## src/rtl/instr_decode_if.sv

```systemverilog
// Fetch-to-decode handshake bundle: upstream instruction offer, flush,
// and the decoded instruction presented to the immediate generator.
interface instr_decode_if #(
    parameter int unsigned PC_W = 32
);
    logic            if_valid_in;
    logic [31:0]     if_instr_in;
    logic [PC_W-1:0] if_pc_in;
    logic            if_ready_o;
    logic            flush_in;
    logic            id_valid_o;
    logic            id_ready_in;
    logic [31:0]     id_instr_o;
    logic [PC_W-1:0] id_pc_o;
    logic [2:0]      imm_type_o;
    logic [4:0]      rs1_o;
    logic [4:0]      rs2_o;
    logic [4:0]      rd_o;
    logic            illegal_o;

    // Pipeline control side: drives the instruction offer, flush and consume.
    modport master (
        output if_valid_in, if_instr_in, if_pc_in, flush_in, id_ready_in,
        input  if_ready_o, id_valid_o, id_instr_o, id_pc_o, imm_type_o,
               rs1_o, rs2_o, rd_o, illegal_o
    );

    // Decode stage side.
    modport slave (
        input  if_valid_in, if_instr_in, if_pc_in, flush_in, id_ready_in,
        output if_ready_o, id_valid_o, id_instr_o, id_pc_o, imm_type_o,
               rs1_o, rs2_o, rd_o, illegal_o
    );
endinterface

```

## src/rtl/instr_decode_stage.sv

```systemverilog
// Instruction decode stage: two-entry skid buffer (OUT + SKID) that decodes the
// immediate format and legality at capture so every output comes from a register.
module instr_decode_stage #(
    parameter int unsigned PC_W = 32
) (
    input  logic           clk,
    input  logic           rst,
    instr_decode_if.slave  bus
);
    localparam int unsigned INSTR_W = 32;
    localparam int unsigned IMM_W   = 3;

    typedef struct packed {
        logic               valid;
        logic [INSTR_W-1:0] instr;
        logic [PC_W-1:0]    pc;
        logic [IMM_W-1:0]   imm_type;
        logic               illegal;
    } entry_t;

    entry_t out_q, out_d;
    entry_t skid_q, skid_d;
    entry_t new_entry;
    logic   ready_q;
    logic   in_fire;
    logic   out_fire;

    // Opcode -> {illegal, imm_type}; unknown opcodes report format 000.
    function automatic logic [IMM_W:0] decode_opcode(input logic [6:0] opc);
        logic [IMM_W:0] res;
        res = {1'b1, 3'b000};
        case (opc)
            7'b0110011: res = {1'b0, 3'b000};
            7'b0010011,
            7'b0000011,
            7'b1100111,
            7'b1110011,
            7'b0001111: res = {1'b0, 3'b001};
            7'b1100011: res = {1'b0, 3'b011};
            7'b0110111,
            7'b0010111: res = {1'b0, 3'b100};
            7'b1101111: res = {1'b0, 3'b101};
            7'b0100011: res = {1'b0, 3'b110};
            default:    res = {1'b1, 3'b000};
        endcase
        return res;
    endfunction

    assign in_fire  = bus.if_valid_in & ready_q & ~bus.flush_in;
    assign out_fire = out_q.valid & bus.id_ready_in;

    always_comb begin
        logic [IMM_W:0] dec;
        dec                = decode_opcode(bus.if_instr_in[6:0]);
        new_entry.valid    = 1'b1;
        new_entry.instr    = bus.if_instr_in;
        new_entry.pc       = bus.if_pc_in;
        new_entry.imm_type = dec[IMM_W-1:0];
        new_entry.illegal  = dec[IMM_W];
    end

    // Next-state for both entries; flush only clears the valid bits.
    always_comb begin
        out_d  = out_q;
        skid_d = skid_q;
        if (bus.flush_in) begin
            out_d.valid  = 1'b0;
            skid_d.valid = 1'b0;
        end else if (!out_q.valid || out_fire) begin
            if (skid_q.valid) begin
                out_d = skid_q;
                if (in_fire) begin
                    skid_d = new_entry;
                end else begin
                    skid_d.valid = 1'b0;
                end
            end else if (in_fire) begin
                out_d = new_entry;
            end else begin
                out_d.valid = 1'b0;
            end
        end else if (in_fire) begin
            skid_d = new_entry;
        end
    end

    always_ff @(posedge clk) begin
        if (rst) begin
            out_q   <= '0;
            skid_q  <= '0;
            ready_q <= 1'b1;
        end else begin
            out_q   <= out_d;
            skid_q  <= skid_d;
            ready_q <= ~skid_d.valid;
        end
    end

    assign bus.if_ready_o = ready_q;
    assign bus.id_valid_o = out_q.valid;
    assign bus.id_instr_o = out_q.instr;
    assign bus.id_pc_o    = out_q.pc;
    assign bus.imm_type_o = out_q.imm_type;
    assign bus.illegal_o  = out_q.illegal;
    assign bus.rs1_o      = out_q.instr[19:15];
    assign bus.rs2_o      = out_q.instr[24:20];
    assign bus.rd_o       = out_q.instr[11:7];

endmodule

```

## src/flat_wrapper.sv

```systemverilog
// flat-port wrapper written by rule: the top's interface ports become plain ports
module instr_decode_stage_flat 
#(
    parameter int unsigned PC_W = 32
)
  (clk, rst, bus_if_valid_in, bus_if_instr_in, bus_if_pc_in, bus_flush_in, bus_id_ready_in, bus_if_ready_o, bus_id_valid_o, bus_id_instr_o, bus_id_pc_o, bus_imm_type_o, bus_rs1_o, bus_rs2_o, bus_rd_o, bus_illegal_o);
  instr_decode_if #(.PC_W(PC_W)) bus_i ();
  input  logic clk;
  input  logic rst;
  input wire logic [$bits(bus_i.if_valid_in)-1:0] bus_if_valid_in;
  input wire logic [$bits(bus_i.if_instr_in)-1:0] bus_if_instr_in;
  input wire logic [$bits(bus_i.if_pc_in)-1:0] bus_if_pc_in;
  input wire logic [$bits(bus_i.flush_in)-1:0] bus_flush_in;
  input wire logic [$bits(bus_i.id_ready_in)-1:0] bus_id_ready_in;
  output wire logic [$bits(bus_i.if_ready_o)-1:0] bus_if_ready_o;
  output wire logic [$bits(bus_i.id_valid_o)-1:0] bus_id_valid_o;
  output wire logic [$bits(bus_i.id_instr_o)-1:0] bus_id_instr_o;
  output wire logic [$bits(bus_i.id_pc_o)-1:0] bus_id_pc_o;
  output wire logic [$bits(bus_i.imm_type_o)-1:0] bus_imm_type_o;
  output wire logic [$bits(bus_i.rs1_o)-1:0] bus_rs1_o;
  output wire logic [$bits(bus_i.rs2_o)-1:0] bus_rs2_o;
  output wire logic [$bits(bus_i.rd_o)-1:0] bus_rd_o;
  output wire logic [$bits(bus_i.illegal_o)-1:0] bus_illegal_o;
  assign bus_i.if_valid_in = bus_if_valid_in;
  assign bus_i.if_instr_in = bus_if_instr_in;
  assign bus_i.if_pc_in = bus_if_pc_in;
  assign bus_i.flush_in = bus_flush_in;
  assign bus_i.id_ready_in = bus_id_ready_in;
  assign bus_if_ready_o = bus_i.if_ready_o;
  assign bus_id_valid_o = bus_i.id_valid_o;
  assign bus_id_instr_o = bus_i.id_instr_o;
  assign bus_id_pc_o = bus_i.id_pc_o;
  assign bus_imm_type_o = bus_i.imm_type_o;
  assign bus_rs1_o = bus_i.rs1_o;
  assign bus_rs2_o = bus_i.rs2_o;
  assign bus_rd_o = bus_i.rd_o;
  assign bus_illegal_o = bus_i.illegal_o;
  instr_decode_stage #(.PC_W(PC_W)) u_core (.clk(clk), .rst(rst), .bus(bus_i));
endmodule
```

## config.mk

```make
export PLATFORM = sky130hd
export DESIGN_NAME = instr_decode_stage_flat
export DESIGN_NICKNAME = d
export VERILOG_FILES = /design/src/rtl/instr_decode_if.sv /design/src/rtl/instr_decode_stage.sv /design/src/flat_wrapper.sv
export SDC_FILE = /design/constraint.sdc
export NUM_CORES = 1
export LEC_CHECK = 0
export BUFFER_PORTS_ARGS = -buffer_cell sky130_fd_sc_hd__buf_2
export CORE_MARGIN = 3
export CORE_UTILIZATION = 47
export CTS_CLUSTER_DIAMETER = 150
export DETAILED_ROUTE_END_ITERATION = 10
export MAX_ROUTING_LAYER = met4
export PLACE_DENSITY = 0.88
export SLEW_MARGIN = 15
export SYNTH_ARGS = -nofsm -noshare
export SYNTH_HDL_FRONTEND = slang
export SYNTH_SLANG_ARGS = --single-unit
```

## constraint.sdc

```tcl
create_clock -name clk -period 1.39 [get_ports clk]
set_input_delay 0.139 -clock clk [delete_from_list [all_inputs] [get_ports clk]]
set_output_delay 0.139 -clock clk [all_outputs]
set_load 0.01 [all_outputs]
```

## Yosys cells after proc, flatten, opt, wreduce, memory -nomap -nowiden

Index checks and enable logic that the tools add are counted.

- Register bits: 139
- Word-level logic and storage cells: 46
- Input bits: 69
- Output and inout port bits: 85

- Mux-type cells: 8
- Reductions and logical operators: 9
- Equal/unequal tests: 13
- Bitwise gates (word level): 5

Operators by type and width:

| cell | number |
|---|---|
| 69-bit two-way mux | 4 |
| 68-bit two-way mux | 1 |
| 7-bit == test (second input constant) | 4 |
| 4-bit one-hot mux with 6 select lines | 1 |
| 7-bit by 6-bit == test with 1-bit output (second input constant) | 3 |
| 7-bit by 5-bit == test with 1-bit output (second input constant) | 2 |
| 7-bit by 2-bit == test with 1-bit output (second input constant) | 1 |
| 7-bit by 4-bit == test with 1-bit output (second input constant) | 1 |
| 5-bit OR reduction | 1 |
| 4-bit AND reduction | 1 |
| 2-bit nonzero test | 2 |
| 2-bit OR reduction | 2 |
| 1-bit AND | 3 |
| 3-bit AND reduction | 1 |
| 1-bit two-way mux | 2 |
| 2-bit by 1-bit inequality test with 1-bit output (second input constant) | 1 |
| 2-bit inequality test (second input constant) | 1 |
| 1-bit NOT | 2 |
| 1-bit logical NOT | 1 |
| 1-bit logical OR | 1 |

## Logic depth before layout (Yosys ltp)

Gate-level depths: netlist of the first run.

- Word-level depth: 8
- Mapped depth: 6
- Gate-level depth less buffers: 4

## Worst setup path before layout of the first run

OpenSTA, ideal clock, no wires.

- Path type: register to register
- Start point: register u_core.out_q (netlist bit u_core.bus.id_valid_o)
- End point: register u_core.out_q (netlist bit u_core.bus.illegal_o)
- Clock period less this slack: 1.422 ns
- Data arrival time: 1.295 ns
- Stages on the path, launching flop included: 6
- Library setup time: 0.128 ns
- Data required time: 1.262 ns
- Setup slack: -0.032 ns
- Buffers on the path: 2
- Cells stage by stage: dfxtp_1 nor2b_2 nor3_1 clkbuf_1 buf_2 o221ai_2

- Cells in the longest elaborated chain, start to end: 3
- Elaborated cells between the ends (all ways): 4
- Those cells by class: bitwise (1); reduce/logical (3)

RTL lines:

| what | RTL line | RTL |
|---|---|---|
| from (decl) | instr_decode_stage.sv:21 | `entry_t out_q, out_d;` |
| from (signal assigned) | instr_decode_stage.sv:93 | `out_q <= out_d;` |
| 1-bit AND or 1-bit logical NOT (tied branches) | instr_decode_stage.sv:50, instr_decode_stage.sv:69 |  |
| 1-bit logical OR * | instr_decode_stage.sv:69 | `end else if (!out_q.valid \|\| out_fire) begin` |
| 3-bit AND reduction (no line) * | n/a |  |

Mark *: on every way between the ends. The rest lies on a longest branch, timed or not.
A chain may end at the register's enable or synchronous reset.

## Worst setup path in the final report of the first run

- Start point: register u_core.ready_q (netlist: u_core.bus.if_ready_o)
- End point: register u_core.skid_q[14] (netlist name)

- Cells in the longest elaborated chain, start to end: 4
- Elaborated cells between the ends (all ways): 5
- Those cells by class: eq/ne (1); bitwise (2); reduce/logical (2)

RTL lines:

| what | RTL line | RTL |
|---|---|---|
| from (decl) | instr_decode_stage.sv:24 | `logic ready_q;` |
| from (signal assigned) | instr_decode_stage.sv:95 | `ready_q <= ~skid_d.valid;` |
| 1-bit AND * (2 in a row) | instr_decode_stage.sv:49 | `assign in_fire = bus.if_valid_in & ready_q & ~bus.flush_in;` |
| 2-bit inequality test (no line) or 2-bit nonzero test (tied branches) | n/a |  |
| 4-bit AND reduction (no line) * | n/a |  |
| to (signal assigned) | instr_decode_stage.sv:94 | `skid_q <= skid_d;` |
| to (decl) | instr_decode_stage.sv:22 | `entry_t skid_q, skid_d;` |

Marks and branches as above.

==> out/metrics.yaml, run 1 <==
status: "finished with violations"
violations: "setup timing"
synth_ff_type: "dfxtp_1"
ys_warn_count: 0
grt_pass1_vias: 5290
cts_tree: "done"
viasPerCell: 5.500
ctsHtreeMaxLevel: 4
fmax_mhz: 656.2
synth_cell_types: 36
grt_overflow: 0
synth_top_area_cell: "dfxtp_1"
ios: 154
nNetsFinal: 930
antenna_found_initial: 0
start_util: 0.4894
vias: 5593
required_ns: 1.71
grt_max_degree: 46
die_x_um: 116.2
worstPathMaxFanout: 16
syn2layout_area_growth_pct: 51.73
wl_per_cell_um: 18.31
postSynth.asyncResetShare: 0
dpl.hpwl_um: 9168
drc: 0
root_buffer: "clkbuf_16"
synth_area_leaders: "dfxtp_1, mux2i_1, nand2_1"
synthesis.area_um2: 5708
cts_buffer_depth: 2
finalSetupViolations: 24
finalMaxSlewViolations: 0
ys_seq_area_frac: 0.4875
clk_pin_slew_ns: 0.06
clock_skew_ns: 0.009385
post-route-period-util: 1.096
dieArea_um2: 13500
ir_drop_mv: 0.7496
startpoint_type: "flip-flop"
grtUsageTotal: 0.2473
cp_data_arrival_time_ns: 1.85
avgSynthCellArea_um2: 8.768
ys_top_cells_by_count: "dfxtp_1, nand2_1, a21oi_1"
fin_ws_ns: -0.1339
ys_ff_latch: 139
synth_top_cell_area_share: 0.4875
drt_iter0_drc: 505
post-synth-top-count-cell: "dfxtp_1"
rows: 39
rsz0062_at_grt: "true"
tns_ns: -0.7502
cts_buffers: 17
hp-class: "in2reg"
syn_inst: 651
power_density_nw_per_um2: 1181
fin_util: 0.7426
wl_um: 18620
fin_crit_ns: 1.524
drtAntennaViolNets: 0
clock_sinks: 139
drv_cap: 0
gp_congestion: 0.8783
antenna_cells: 0
die_h_um: 116.2
grt_pass1_wl_um: 25510
cellLeakagePower_nw: 3.365
synth_edf_count: 0
crit_type: "reg2reg"
total_power_mw: 10.23
drt_first_pass_iters: 5
syn_nets: 720
clk_latency_ns: 0.42
hold_violations: 0
drive_gt1_frac: 0.3673
port_buffers: 153
core-area_um2: 11660
slew_headroom: 0.7568
worstSetupEndpointType: "flip-flop"
tightestPinTransition_ns: 0.3546
==> repair_timing <==
item	in CTS	in global routing
endpoints found under the hold margin	60	0
gates cloned	2	8
setup endpoints to repair	87	109
buffers inserted	2	8
gates resized for setup	10	95
pin swaps	0	24
hold buffers	60	0
==> worst paths after layout <==
kind | start | endpoint | slack [ns] | depth (start not counted)
setup / recovery | u_core.bus.if_ready_o | u_core.skid_q[14] | -0.13 | 5
hold / removal | bus_if_instr_in[2] | u_core.skid_q[38] | 0.12 | 4
hold reg to reg | u_core.skid_q[10] | u_core.skid_q[10] | 0.45 | 2
setup reg to reg | u_core.bus.if_ready_o | u_core.skid_q[14] | -0.13 | 5
==> metrics by stage <==
stage	hold WS [ns]	setup slack, ns	instance area [µm²]	cells
after floorplan	0.2501	-0.003729	5709	651
after CTS	0.1084	0.0002508	8005	1001
after detailed placement	0.3967	-0.07146	6675	905
after global routing	0.1294	-0.1733	8661	1017
final	0.1223	-0.1339	8661	1017
after global placement	0.3904	-0.01346	6675	905
==> layer usage <==
| layer | wire length, µm | GRT usage | vias to the layer above |
|---|---|---|---|
| met5 | 0 | - | - |
| met4 | 599 | 0.1121 | 0 |
| met3 | 1030 | 0.07358 | 58 |
| met2 | 9513 | 0.4139 | 228 |
| met1 | 7474 | 0.2720 | 2659 |
| li1 | - | - | 2648 |
==> state kept, by name, indices dropped and copies added, names as in the netlist <==
signal,cells
u_core.bus.id_instr_o,32
u_core.bus.id_pc_o,32
u_core.bus.id_valid_o,1
u_core.bus.if_ready_o,1
u_core.bus.illegal_o,1
u_core.bus.imm_type_o,3
u_core.skid_q,69
==> area by class of cell <==
| cell class | instances | area [µm²] |
|---|---|---|
| multi-input cells | 440 | 2974 |
| clock inverters | 7 | 85.08 |
| inverters | 2 | 7.507 |
| flip-flops and latches | 139 | 2788 |
| repair buffers | 261 | 2112 |
| well taps | 143 | 178.9 |
| clock buffers | 25 | 515.5 |
| fillers | 709 | 3002 |
==> power by group <==
part           switching, mW  internal (mW)
Clock                   1.68           2.91
Combinational          0.730          0.655
Sequential             0.101           4.14
==> placed cells by master (no fill, tap or decap), types with 13 or more instances in the layout <==
master / count
a211oi_2: 50
a21oi_1: 60
buf_2: 152
nand2_1: 129
dlygate4sd3_1: 60
mux2i_1: 65
buf_12: 16
dfxtp_1: 137
buf_4: 16
nor2_1: 65
clkbuf_16: 23
a211oi_1: 13
==> worst max-delay path, cell delays in order, from the launching register on <==
cell and delay [ns]:
dfxtp_1 0.38, and2_2 0.23, o211a_4 0.27, buf_12 0.17, nand2_1 0.12, a21oi_1 0.25
==> kinds of logic (layout without fill, tap and decap cells) <==
logic type / after synthesis / count (layout) / synth area share
simple gates: 223 / 223 / 0.1563
xor+xnor: 1 / 1 / 0.001535
mux: 65 / 65 / 0.1140
fa+ha+maj: 1 / 1 / 0.001754
flops: 139 / 139 / 0.4875
buf+inv: 72 / 295 / 0.06620
compound gates: 150 / 150 / 0.1727
No activity file was read; power rests on OpenSTA's default activity.
==> inputs of run 2 (changes only) <==
- ABC_AREA: default -> 1
- CORE_MARGIN: 3 -> default
- CORE_UTILIZATION: 47 -> 48
- PLACE_DENSITY: 0.88 -> 0.89
- clock period: 1.39 -> 1.4 ns (I/O delays scaled with it)
==> run 2 against run 1 <==
  * The run now ends clean
  * Synthesized cell count increased by 29%
  * Final cell count increased by 14%
  * Wire length decreased by 18%
  * Power decreased by 9.2%
  * Combinational power decreased by 35%
  * Critical path depth increased by 2
  * Via count increased by 4.8%
  * Sequential cell count unchanged
  * Sequential share of layout area increased by 4.0 points
==> out/metrics.yaml, run 2 <==
cellLeakagePower_nw: 3.619  # +7.5%
antenna_found_initial: 0  # unchanged
grt_overflow: 0  # unchanged
cp.depth: 7  # +2
drt_first_pass_iters: 5  # unchanged
fin_crit_ns: 1.341  # -0.1828 ns
finalSetupViolations: 0  # -100%
synth_ff_type: "dfxtp_1"
fin_area_um2: 7697  # -11%
root_buffer: "clkbuf_16"
grt_pass1_vias: 5521  # +4.4%
largest_reg_flops: 69  # unchanged
crit_type: "reg2reg"
ys_top_cells_by_count: "nor2_1, o21ai_0, nand2_1"
post-synth-top-count-cell: "nor2_1"
synthesis.area_um2: 5856  # +2.6%
cp_top_family: "simple AND/OR/NAND/NOR gates"
clk_pin_slew_ns: 0.05  # about the same
drv_cap: 0  # unchanged
rsz0062_at_grt: "true"
clock_sinks: 139  # unchanged
core-area_um2: 11660  # unchanged
grtUsageTotal: 0.2544  # +0.007021
syn_nets: 907  # +26%
slew_headroom: 0.7573  # about the same
syn2layout_area_growth_pct: 31.45
ir_drop_mv: 1.154  # +54%
rows: 39  # unchanged
total_power_mw: 9.287  # -9.2%
ys_ff_latch: 139  # unchanged
post-place-ws_ns: 0.03017  # +0.1016 ns
fin_ws_ns: 0.05889  # +0.1928 ns
worstPathMaxFanout: 17  # +1
post-route-period-util: 0.9579  # -0.1384
path_cells: "nand2_1 > nor2_4 > buf_4 > nand2_4 > buf_4 > o21ai_0 > nor2_1"
die_h_um: 112.5  # -3.2%
cp_data_arrival_time_ns: 1.64  # -0.21 ns
synth_edf_count: 0  # unchanged
status: "completed"
ys_seq_area_frac: 0.4752  # -0.01229
start_util: 0.5021  # +0.01266
required_ns: 1.70  # about the same
worstSetupEndpointType: "flip-flop"
dpl.hpwl_um: 9366  # +2.2%
fmax_mhz: 745.7  # +14%
tightestPinTransition_ns: 0.3640  # +0.009406 ns
postCtsSetupBuffers: 0  # -2
postSynth.asyncResetShare: 0  # unchanged
syn_inst: 838  # +29%
ctsHtreeMaxLevel: 4  # unchanged
crit_slowest_cell: "dfxtp_1"
wl_um: 15240  # -18%
clock_skew_ns: 0.007547  # -0.001837 ns
path_buf_inv: 2  # +1
wl_per_cell_um: 13.16  # -28%
ios: 154  # unchanged
hold_violations: 0  # unchanged
avgSynthCellArea_um2: 6.988  # -20%
synth_cell_types: 19  # -47%
cts_tree: "done"
drtAntennaViolNets: 0  # unchanged
placed_area_um2: 6674  # about the same
cpMostUsedCell: "buf_4"
fin_util: 0.6600  # -0.08261
viasPerCell: 5.063  # -7.9%
antenna_cells: 0  # unchanged
grt_max_degree: 79  # +72%
clk_latency_ns: 0.41  # about the same
dieArea_um2: 12650  # -6.3%
synth_top_cell_area_share: 0.4752  # -0.01229
tns_ns: 0  # +0.7502 ns
cts_buffer_depth: 2  # unchanged
startpoint_type: "flip-flop"
max_stage_delay_ns: 0.32  # -0.06 ns
synth_area_leaders: "dfxtp_1, nor2_1, o21ai_0"
final_cell_mix: "nor2_1, buf_2, nand2_1"
gp_congestion: 0.8628  # -1.8%
ys_warn_count: 0  # unchanged
power_density_nw_per_um2: 1206  # +2.2%
final_common_cell: "nor2_1"
drt_iter0_drc: 530  # +5.0%
worst_r2r_path_depth: 7  # +2
reg2reg_slack_ns: 0.06  # +0.19 ns
drive_gt1_frac: 0.2177  # -0.1495
synth_top_area_cell: "dfxtp_1"
vias: 5863  # +4.8%
grt_pass1_wl_um: 24900  # -2.4%
top_register: "u_core.skid_q"
finalMaxSlewViolations: 0  # unchanged
nNetsFinal: 1073  # +15%
cts_buffers: 17  # unchanged
min_path_cells: 3  # -1
die_x_um: 112.5  # -3.2%
port_buffers: 153  # unchanged
hp-class: "in2reg"
drc: 0  # unchanged
## run 2: cell types whose count changed after synthesis, sizes merged, moves of 4 or more
cell    previous run  this run
a21oi             72        41
nand2            137       155
o21ai              1       169
buf               44        48
inv                2        41
nor2              71       210
a211oi            66         0
mux2i             65         0
nand3              0         9
## run 2: layout make-up
type	instances	area, µm²
clock buffer	23	498.0
tap	143	178.9
multi-input combinational	585	2515
sequential	139	2786
inverter	42	165.2
timing repair buffer	219	1489
clock inverter	7	65.06
fill	931	3965
## run 2: path summary, 6_finish.rpt
check                           startpoint                        to
setup reg to reg     u_core.bus.if_ready_o         u_core.skid_q[15]
setup / recovery     u_core.bus.if_ready_o         u_core.skid_q[15]
hold / removal         bus_if_instr_in[23]         u_core.skid_q[59]
hold reg to reg   u_core.bus.imm_type_o[1]  u_core.bus.imm_type_o[1]
## run 2: routing by layer
metal | GRT usage | share of wire | up-vias
li1 | - | - | 2977
met1 | 0.2842 | 0.42 | 2645
met2 | 0.4290 | 0.50 | 204
met3 | 0.05940 | 0.051 | 37
met4 | 0.1227 | 0.029 | 0
met5 | - | 0 | -
## run 2: kinds of logic after synthesis
logic type / share of synthesized area
AO/OA/AOI/OAI: 0.1808
buffers and inverters: 0.09722
flip-flops: 0.4752
AND/OR/NAND/NOR: 0.2468
## run 2: worst register-to-register path: cells and delay by family, from the launching register on
kind | cells | cell delay [ns]
AND/OR/NAND/NOR | 4 | 0.34
flip-flops | 1 | 0.32
buffers and inverters | 2 | 0.32
AO/OA/AOI/OAI | 1 | 0.24
## run 2: power by group
group	internal [mW]	switching, mW
Combinational	0.414	0.497
Sequential	4.08	0.0661
Clock	2.64	1.59
Total	7.14	2.15
## run 2: through the flow
step	cells	hold slack, ns
after global routing	1158	0.006881
after floorplan	838	0.2091
final	1158	0.006979
after detailed placement	1086	0.3853
after CTS	1157	0.0004599
after global placement	1086	0.3787
## run 2: repair_timing
item | CTS | global route
resized for setup | 0 | 22
endpoints found under the setup margin | 0 | 96
hold buffers | 41 | 0
hold endpoints to repair | 41 | 0
